===== src/rtl/ballot_unit.sv =====
// Voter console: conditions the candidate/confirm buttons and ballot handshakes,
// then emits exactly one 4-bit candidate code per issued ballot over valid/ack.
module ballot_unit #(
   parameter int DEB_CYCLES     = 4,
   parameter int TIMEOUT_CYCLES = 1024
) (
   input  logic        clk,
   input  logic        rst_n,
   input  logic        ballot_en,
   input  logic        close,
   input  logic [14:0] btn,
   input  logic        confirm,
   input  logic        vote_ack,
   output logic        vote_valid,
   output logic [3:0]  vote_code,
   output logic        ready_led,
   output logic [3:0]  sel_code,
   output logic        multi_err,
   output logic        timeout
);

   localparam int CNT_W = (TIMEOUT_CYCLES > 1) ? $clog2(TIMEOUT_CYCLES) : 1;
   localparam logic [CNT_W-1:0] TMO_LAST = CNT_W'(TIMEOUT_CYCLES - 1);
   localparam int DEB_W = $clog2(DEB_CYCLES + 1);
   localparam logic [DEB_W-1:0] DEB_LAST = DEB_W'(DEB_CYCLES - 1);

   typedef enum logic [2:0] {
      S_IDLE,
      S_ARMED,
      S_SELECTED,
      S_SEND,
      S_DONE
   } state_t;

   // ---------------------------------------------------------------------
   // Synchronisers: {vote_ack, ballot_en, confirm, btn[14:0]}
   // ---------------------------------------------------------------------
   logic [17:0] sync1_q, sync2_q;
   logic [15:0] samp_vec;
   logic        en_s, ack_s;

   // NOTE: every clocked process uses non-blocking (<=) so all flops sample
   // pre-edge values; blocking here would chain the two sync stages into one.
   always_ff @(posedge clk or negedge rst_n) begin
      if (!rst_n) begin
         sync1_q <= '0;
         sync2_q <= '0;
      end else begin
         sync1_q <= {vote_ack, ballot_en, confirm, btn};
         sync2_q <= sync1_q;
      end
   end

   assign samp_vec = sync2_q[15:0];
   assign en_s     = sync2_q[16];
   assign ack_s    = sync2_q[17];

   // ---------------------------------------------------------------------
   // Debouncer: deb_q follows the sample only after DEB_CYCLES equal samples
   // ---------------------------------------------------------------------
   logic [15:0]      samp_q, deb_q;
   logic [DEB_W-1:0] deb_cnt_q;

   always_ff @(posedge clk or negedge rst_n) begin
      if (!rst_n) begin
         samp_q    <= '0;
         deb_q     <= '0;
         deb_cnt_q <= '0;
      end else if (samp_vec != samp_q) begin
         samp_q    <= samp_vec;
         deb_cnt_q <= DEB_W'(1);
      end else if (deb_cnt_q < DEB_LAST) begin
         deb_cnt_q <= deb_cnt_q + DEB_W'(1);
      end else begin
         deb_q <= samp_q;
      end
   end

   logic [14:0] btn_deb;
   logic        conf_deb;
   logic        btn_any, btn_one, btn_multi;
   logic [3:0]  btn_code;

   assign btn_deb   = deb_q[14:0];
   assign conf_deb  = deb_q[15];
   assign btn_any   = |btn_deb;
   assign btn_one   = btn_any && ((btn_deb & (btn_deb - 15'd1)) == 15'd0);
   assign btn_multi = btn_any && !btn_one;

   // NOTE: combinational blocks assign every output a default first, so no
   // path can leave a variable unassigned and infer a latch.
   always_comb begin
      btn_code = 4'd0;
      for (int i = 0; i < 15; i++) begin
         if (btn_deb[i]) btn_code = 4'(i + 1);
      end
   end

   // ---------------------------------------------------------------------
   // Edge history for ballot issue, confirm and multi-press
   // ---------------------------------------------------------------------
   logic en_prev_q, conf_prev_q, multi_prev_q;
   logic en_rise, conf_rise, multi_rise;

   always_ff @(posedge clk or negedge rst_n) begin
      if (!rst_n) begin
         en_prev_q    <= 1'b0;
         conf_prev_q  <= 1'b0;
         multi_prev_q <= 1'b0;
      end else begin
         en_prev_q    <= en_s;
         conf_prev_q  <= conf_deb;
         multi_prev_q <= btn_multi;
      end
   end

   assign en_rise    = en_s && !en_prev_q;
   assign conf_rise  = conf_deb && !conf_prev_q;
   assign multi_rise = btn_multi && !multi_prev_q;

   // ---------------------------------------------------------------------
   // Control FSM
   // ---------------------------------------------------------------------
   state_t           state_q, state_nx;
   logic [3:0]       code_q, code_nx;
   logic [CNT_W-1:0] cnt_q;
   logic             cnt_clr, cnt_inc, multi_pulse, tmo_pulse;

   always_comb begin
      state_nx    = state_q;
      code_nx     = code_q;
      cnt_clr     = 1'b0;
      cnt_inc     = 1'b0;
      multi_pulse = 1'b0;
      tmo_pulse   = 1'b0;
      case (state_q)
         S_IDLE: begin
            code_nx = 4'd0;
            if (en_rise && !close) begin
               state_nx = S_ARMED;
               cnt_clr  = 1'b1;
            end
         end
         S_ARMED, S_SELECTED: begin
            cnt_inc = 1'b1;
            // close outranks timeout so a closing poll never reports a timeout
            if (close) begin
               state_nx = S_IDLE;
               code_nx  = 4'd0;
            end else if (cnt_q == TMO_LAST) begin
               state_nx  = S_IDLE;
               code_nx   = 4'd0;
               tmo_pulse = 1'b1;
            end else if (btn_one && (btn_code != code_q)) begin
               state_nx = S_SELECTED;
               code_nx  = btn_code;
               cnt_clr  = 1'b1;
            end else if (multi_rise) begin
               multi_pulse = 1'b1;
            end else if ((state_q == S_SELECTED) && conf_rise && !btn_any) begin
               state_nx = S_SEND;
            end
         end
         S_SEND: begin
            if (ack_s) state_nx = S_DONE;
         end
         S_DONE: begin
            code_nx = 4'd0;
            if ((deb_q == 16'd0) && !ack_s) state_nx = S_IDLE;
         end
         default: begin
            state_nx = S_IDLE;
            code_nx  = 4'd0;
         end
      endcase
   end

   always_ff @(posedge clk or negedge rst_n) begin
      if (!rst_n) begin
         state_q <= S_IDLE;
         code_q  <= 4'd0;
         cnt_q   <= '0;
      end else begin
         state_q <= state_nx;
         code_q  <= code_nx;
         if (cnt_clr) begin
            cnt_q <= '0;
         end else if (cnt_inc && (cnt_q != TMO_LAST)) begin
            cnt_q <= cnt_q + CNT_W'(1);
         end
      end
   end

   // Outputs are registered from the next state so they are glitch-free.
   always_ff @(posedge clk or negedge rst_n) begin
      if (!rst_n) begin
         vote_valid <= 1'b0;
         vote_code  <= 4'd0;
         ready_led  <= 1'b0;
         sel_code   <= 4'd0;
         multi_err  <= 1'b0;
         timeout    <= 1'b0;
      end else begin
         vote_valid <= (state_nx == S_SEND);
         vote_code  <= (state_nx == S_SEND) ? code_nx : 4'd0;
         ready_led  <= (state_nx == S_ARMED) || (state_nx == S_SELECTED);
         sel_code   <= ((state_nx == S_SELECTED) || (state_nx == S_SEND)) ? code_nx : 4'd0;
         multi_err  <= multi_pulse;
         timeout    <= tmo_pulse;
      end
   end

endmodule

===== config.mk =====
export PLATFORM = sky130hd
export DESIGN_NAME = ballot_unit
export DESIGN_NICKNAME = d
export VERILOG_FILES = /design/src/rtl/ballot_unit.sv
export SDC_FILE = /design/constraint.sdc
export NUM_CORES = 1
export LEC_CHECK = 0
export CORE_MARGIN = 1
export CORE_UTILIZATION = 57
export DETAILED_ROUTE_END_ITERATION = 16
export GPL_ROUTABILITY_DRIVEN = 0
export PLACE_DENSITY = 0.78
export SLEW_MARGIN = 20
export SYNTH_ARGS = -nofsm -noshare
export SYNTH_HDL_FRONTEND = slang
export SYNTH_SLANG_ARGS = --single-unit

===== constraint.sdc =====
create_clock -name clk -period 3.38 [get_ports clk]
set_clock_uncertainty 0.1 [all_clocks]
set_input_delay 0.845 -clock clk [delete_from_list [all_inputs] [get_ports clk]]
set_output_delay 0.845 -clock clk [all_outputs]
set_load 0.02 [all_outputs]

==> impl_metrics.env <==
export IMPL_finalMaxSlewViolations=0
export IMPL_outcome="complete, no violations"
export IMPL_port_buffers=32
export IMPL_synthMuxAreaShare_pct=5.387
export IMPL_placedInstanceArea_sq_mm=0.004459
export IMPL_clkTransAtPathRegs_ns=0.09
export IMPL_dieArea_sq_mm=0.007514
export IMPL_grt_pass1_wl_um=11670
export IMPL_cts_resized=0
export IMPL_synth_seq_cells=103
export IMPL_fmax_mhz=356.5
export IMPL_intPower_w=0.001847
export IMPL_path_buf_inv=1
export IMPL_die_y_um=86.69
export IMPL_avgViaCountPerCell=5.453
export IMPL_drtIter0Drc=148
export IMPL_yosys_most_used_dff="dfrtp_1"
export IMPL_dp_hpwl_um=4621
export IMPL_synthCells=332
export IMPL_grt_overflow=0
export IMPL_synth_warnings=0
export IMPL_swShare_pct=21.43
export IMPL_path_cells="nor4_4 -> nand2_1 -> o41ai_1 -> nand4_2 -> a211oi_4 -> o21ai_1 -> a2bb2oi_1 -> inv_1"
export IMPL_hold_violations=0
export IMPL_hold_end="sync2_q[4]"
export IMPL_cp_start_kind="register"
export IMPL_synth_area_sq_mm=0.004088
export IMPL_initial_core_util_pct=59.51
export IMPL_cts_setup_buffers=0
export IMPL_drive_gt1_share_pct=13.37
export IMPL_n_antenna_cell=0
export IMPL_p_leak_nw=2.167
export IMPL_setup_viol=0
export IMPL_critPathMaxStageDelay_ns=0.50
export IMPL_final_cell_area_sq_mm=0.004712
export IMPL_drc=0
export IMPL_drt_total_wl_um=6899
export IMPL_wire_per_inst_um=15.16
export IMPL_reg2reg_depth=8
export IMPL_synth_top_area_share_pct=63.05
export IMPL_yosys_area_share_simple_pct=14.33
export IMPL_synth_top_family_by_area="simple AND/OR/NAND/NOR gates"
export IMPL_area_growth_pct=15.27
export IMPL_worstPathRequired_ns=3.53
export IMPL_worst_setup_path_end_kind="register"
export IMPL_cts_made_buffers=9
export IMPL_period_minus_slack_ns=2.805
export IMPL_power_frac_clock_pct=39.7
export IMPL_synth_distinct_cells=55
export IMPL_cts_tree="done"
export IMPL_die_w_um=86.69
export IMPL_synth_area_per_cell_sq_um=12.31
export IMPL_async_reset_ff_share_pct=100.0
export IMPL_fin_setup_tns_ns=0
export IMPL_syn_num_nets=355
export IMPL_num_rows=30
export IMPL_arrival_ns=2.95
export IMPL_grt_max_degree=61
export IMPL_clk_latency_ns=0.36
export IMPL_slew_headroom_pct=51.17
export IMPL_synth_top_cell_by_area="dfrtp_1"
export IMPL_htreeDepth=3
export IMPL_worstHoldStart="sync1_q[4]"
export IMPL_cp_slowest_cell="dfrtp_1"
export IMPL_worst_hold_path_type="reg2reg"
export IMPL_antenna_found_initial=0
export IMPL_cp_top_family="compound AO/OA/AOI/OAI gates"
export IMPL_hold_path_depth=0
export IMPL_cts_sinks=103
export IMPL_maxCapViolCount=0
export IMPL_reg2reg_to="code_q[3]"
export IMPL_final_cell_mix="103 x dfrtp_1, 35 x nor2_1, 31 x clkdlybuf4s50_1, 23 x xor2_1, 16 x mux2_2"
export IMPL_seqPwrFrac_pct=55.9
export IMPL_ios=33
export IMPL_synth_adder_area_share_pct=0.8877
export IMPL_clock_root_buffer="clkbuf_8"
export IMPL_comb_power_share_pct=4.5
export IMPL_worst_pin_slew_ns=0.7324
export IMPL_first_pass_iters=4
export IMPL_powerDensity_mw_per_mm2=498.8
export IMPL_switchingPower_w=0.0005037
export IMPL_yosys_top_cells_area="dfrtp_1 63%, xor2_1 4.9%, mux2_2 4.4%"
export IMPL_rrSetupSlack_ns=0.57
export IMPL_fp_coreArea_sq_mm=0.006869
export IMPL_final_common_cell="dfrtp_1"
export IMPL_num_nets_final=377
export IMPL_synth_edf_count=0
export IMPL_crit_fanout=9
export IMPL_worstSetupPathType="reg2reg"
export IMPL_ys_seq_area_share_pct=63.05
export IMPL_ctsHoldBuffers=0
export IMPL_synth_compound_area_share_pct=7.836
export IMPL_synth_xor_area_share_pct=5.571
export IMPL_drtAntennaViolNets=0
export IMPL_rsz0062_at_grt="no"
export IMPL_grtUsageTotal_pct=20.79
export IMPL_cts_buffer_depth=2
export IMPL_grt_pass1_vias=2435
export IMPL_r2r_start="deb_q[3]"
export IMPL_period_share_pct=82.99
export IMPL_vdd_drop_max_v=0.0003633
export IMPL_num_vias=2481
==> sequential cells by signal (all words and copies together) (netlist names), 3 cells and up <==
name / count
deb_cnt_q: 3
sync1_q: 18
state_q: 3
cnt_q: 10
samp_q: 16
vote_code: 4
sel_code: 4
sync2_q: 18
deb_q: 16
code_q: 4
==> per-layer routing <==
layer	track usage, %	up-vias	wire length [um]
met4	8.939	0	141
met5	0	-	0
met3	4.571	10	259
met2	31.67	68	3299
met1	29.15	1216	3199
li1	-	1187	-
==> power by group through the flow <==
stage,Clock (W),Combinational [W],Sequential (W)
floorplan,0,0.0000498,0.00133
global placement,0,0.000100,0.00133
detailed placement,0,0.000103,0.00134
CTS,0.000943,0.000108,0.00131
global route,0.00100,0.000119,0.00132
finish,0.000932,0.000105,0.00131
==> cell families (layout without fill, tap and decap cells) <==
family	count (synthesis)	after routing
compound gates	45	45
mux	20	20
flops	103	103
buf+inv	30	57
fa+ha+maj	3	3
xor+xnor	26	26
simple gates	105	105
==> cell usage after synthesis (2+ instances only) <==
library cell  number
nor2_1            35
nand2_1           12
nand2b_1           3
mux2_2            16
inv_1              7
nand3_1            2
a21oi_1           11
xor2_1            23
ha_1               2
or4_1              3
nor3b_1            4
mux2i_1            4
nand3b_1           2
clkbuf_1          19
nand4_1            4
nor2b_1            2
o21ai_0           12
xnor2_1            3
or2_2              2
buf_2              3
and4_1             3
dfrtp_1          103
nor4b_1            2
nor4_1             7
and3_1             4
a2bb2oi_1          3
a31oi_1            3
nor3_1            11
==> per-stage QoR <==
stage	cells	utilization (%)	hold slack [ns]	power [W]	setup WS [ns]
after global routing	455	68.60	0.2612	0.002438	0.3562
after detailed placement	439	64.92	0.2347	0.001440	0.6528
after CTS	455	68.60	0.2566	0.002365	0.6267
final	455	68.60	0.2540	0.002350	0.5749
after global placement	439	64.92	0.2320	0.001434	0.7236
after floorplan	332	-	0.2312	0.001378	0.9787
==> worst max path at each step <==
stage	from	endpoint	slack (ns)	cells after the start
finish	deb_q[3]	code_q[3]	0.57	8
global route	deb_q[7]	vote_code[2]	0.36	8
CTS	deb_q[7]	vote_code[3]	0.63	8
detailed placement	deb_q[7]	vote_code[2]	0.65	8
global placement	deb_q[3]	sel_code[2]	0.72	8
floorplan	deb_q[4]	ready_led	0.98	9
==> area by class of cell <==
type / instances / area [sq um]
sequential: 103 / 2577
timing repair buffer: 34 / 345.3
multi-input combinational: 199 / 1390
fill: 493 / 2157
clock buffer: 10 / 137.6
inverter: 7 / 26.28
clock inverter: 6 / 115.1
tap: 96 / 120.1
(Power assumes the default switching activity.)
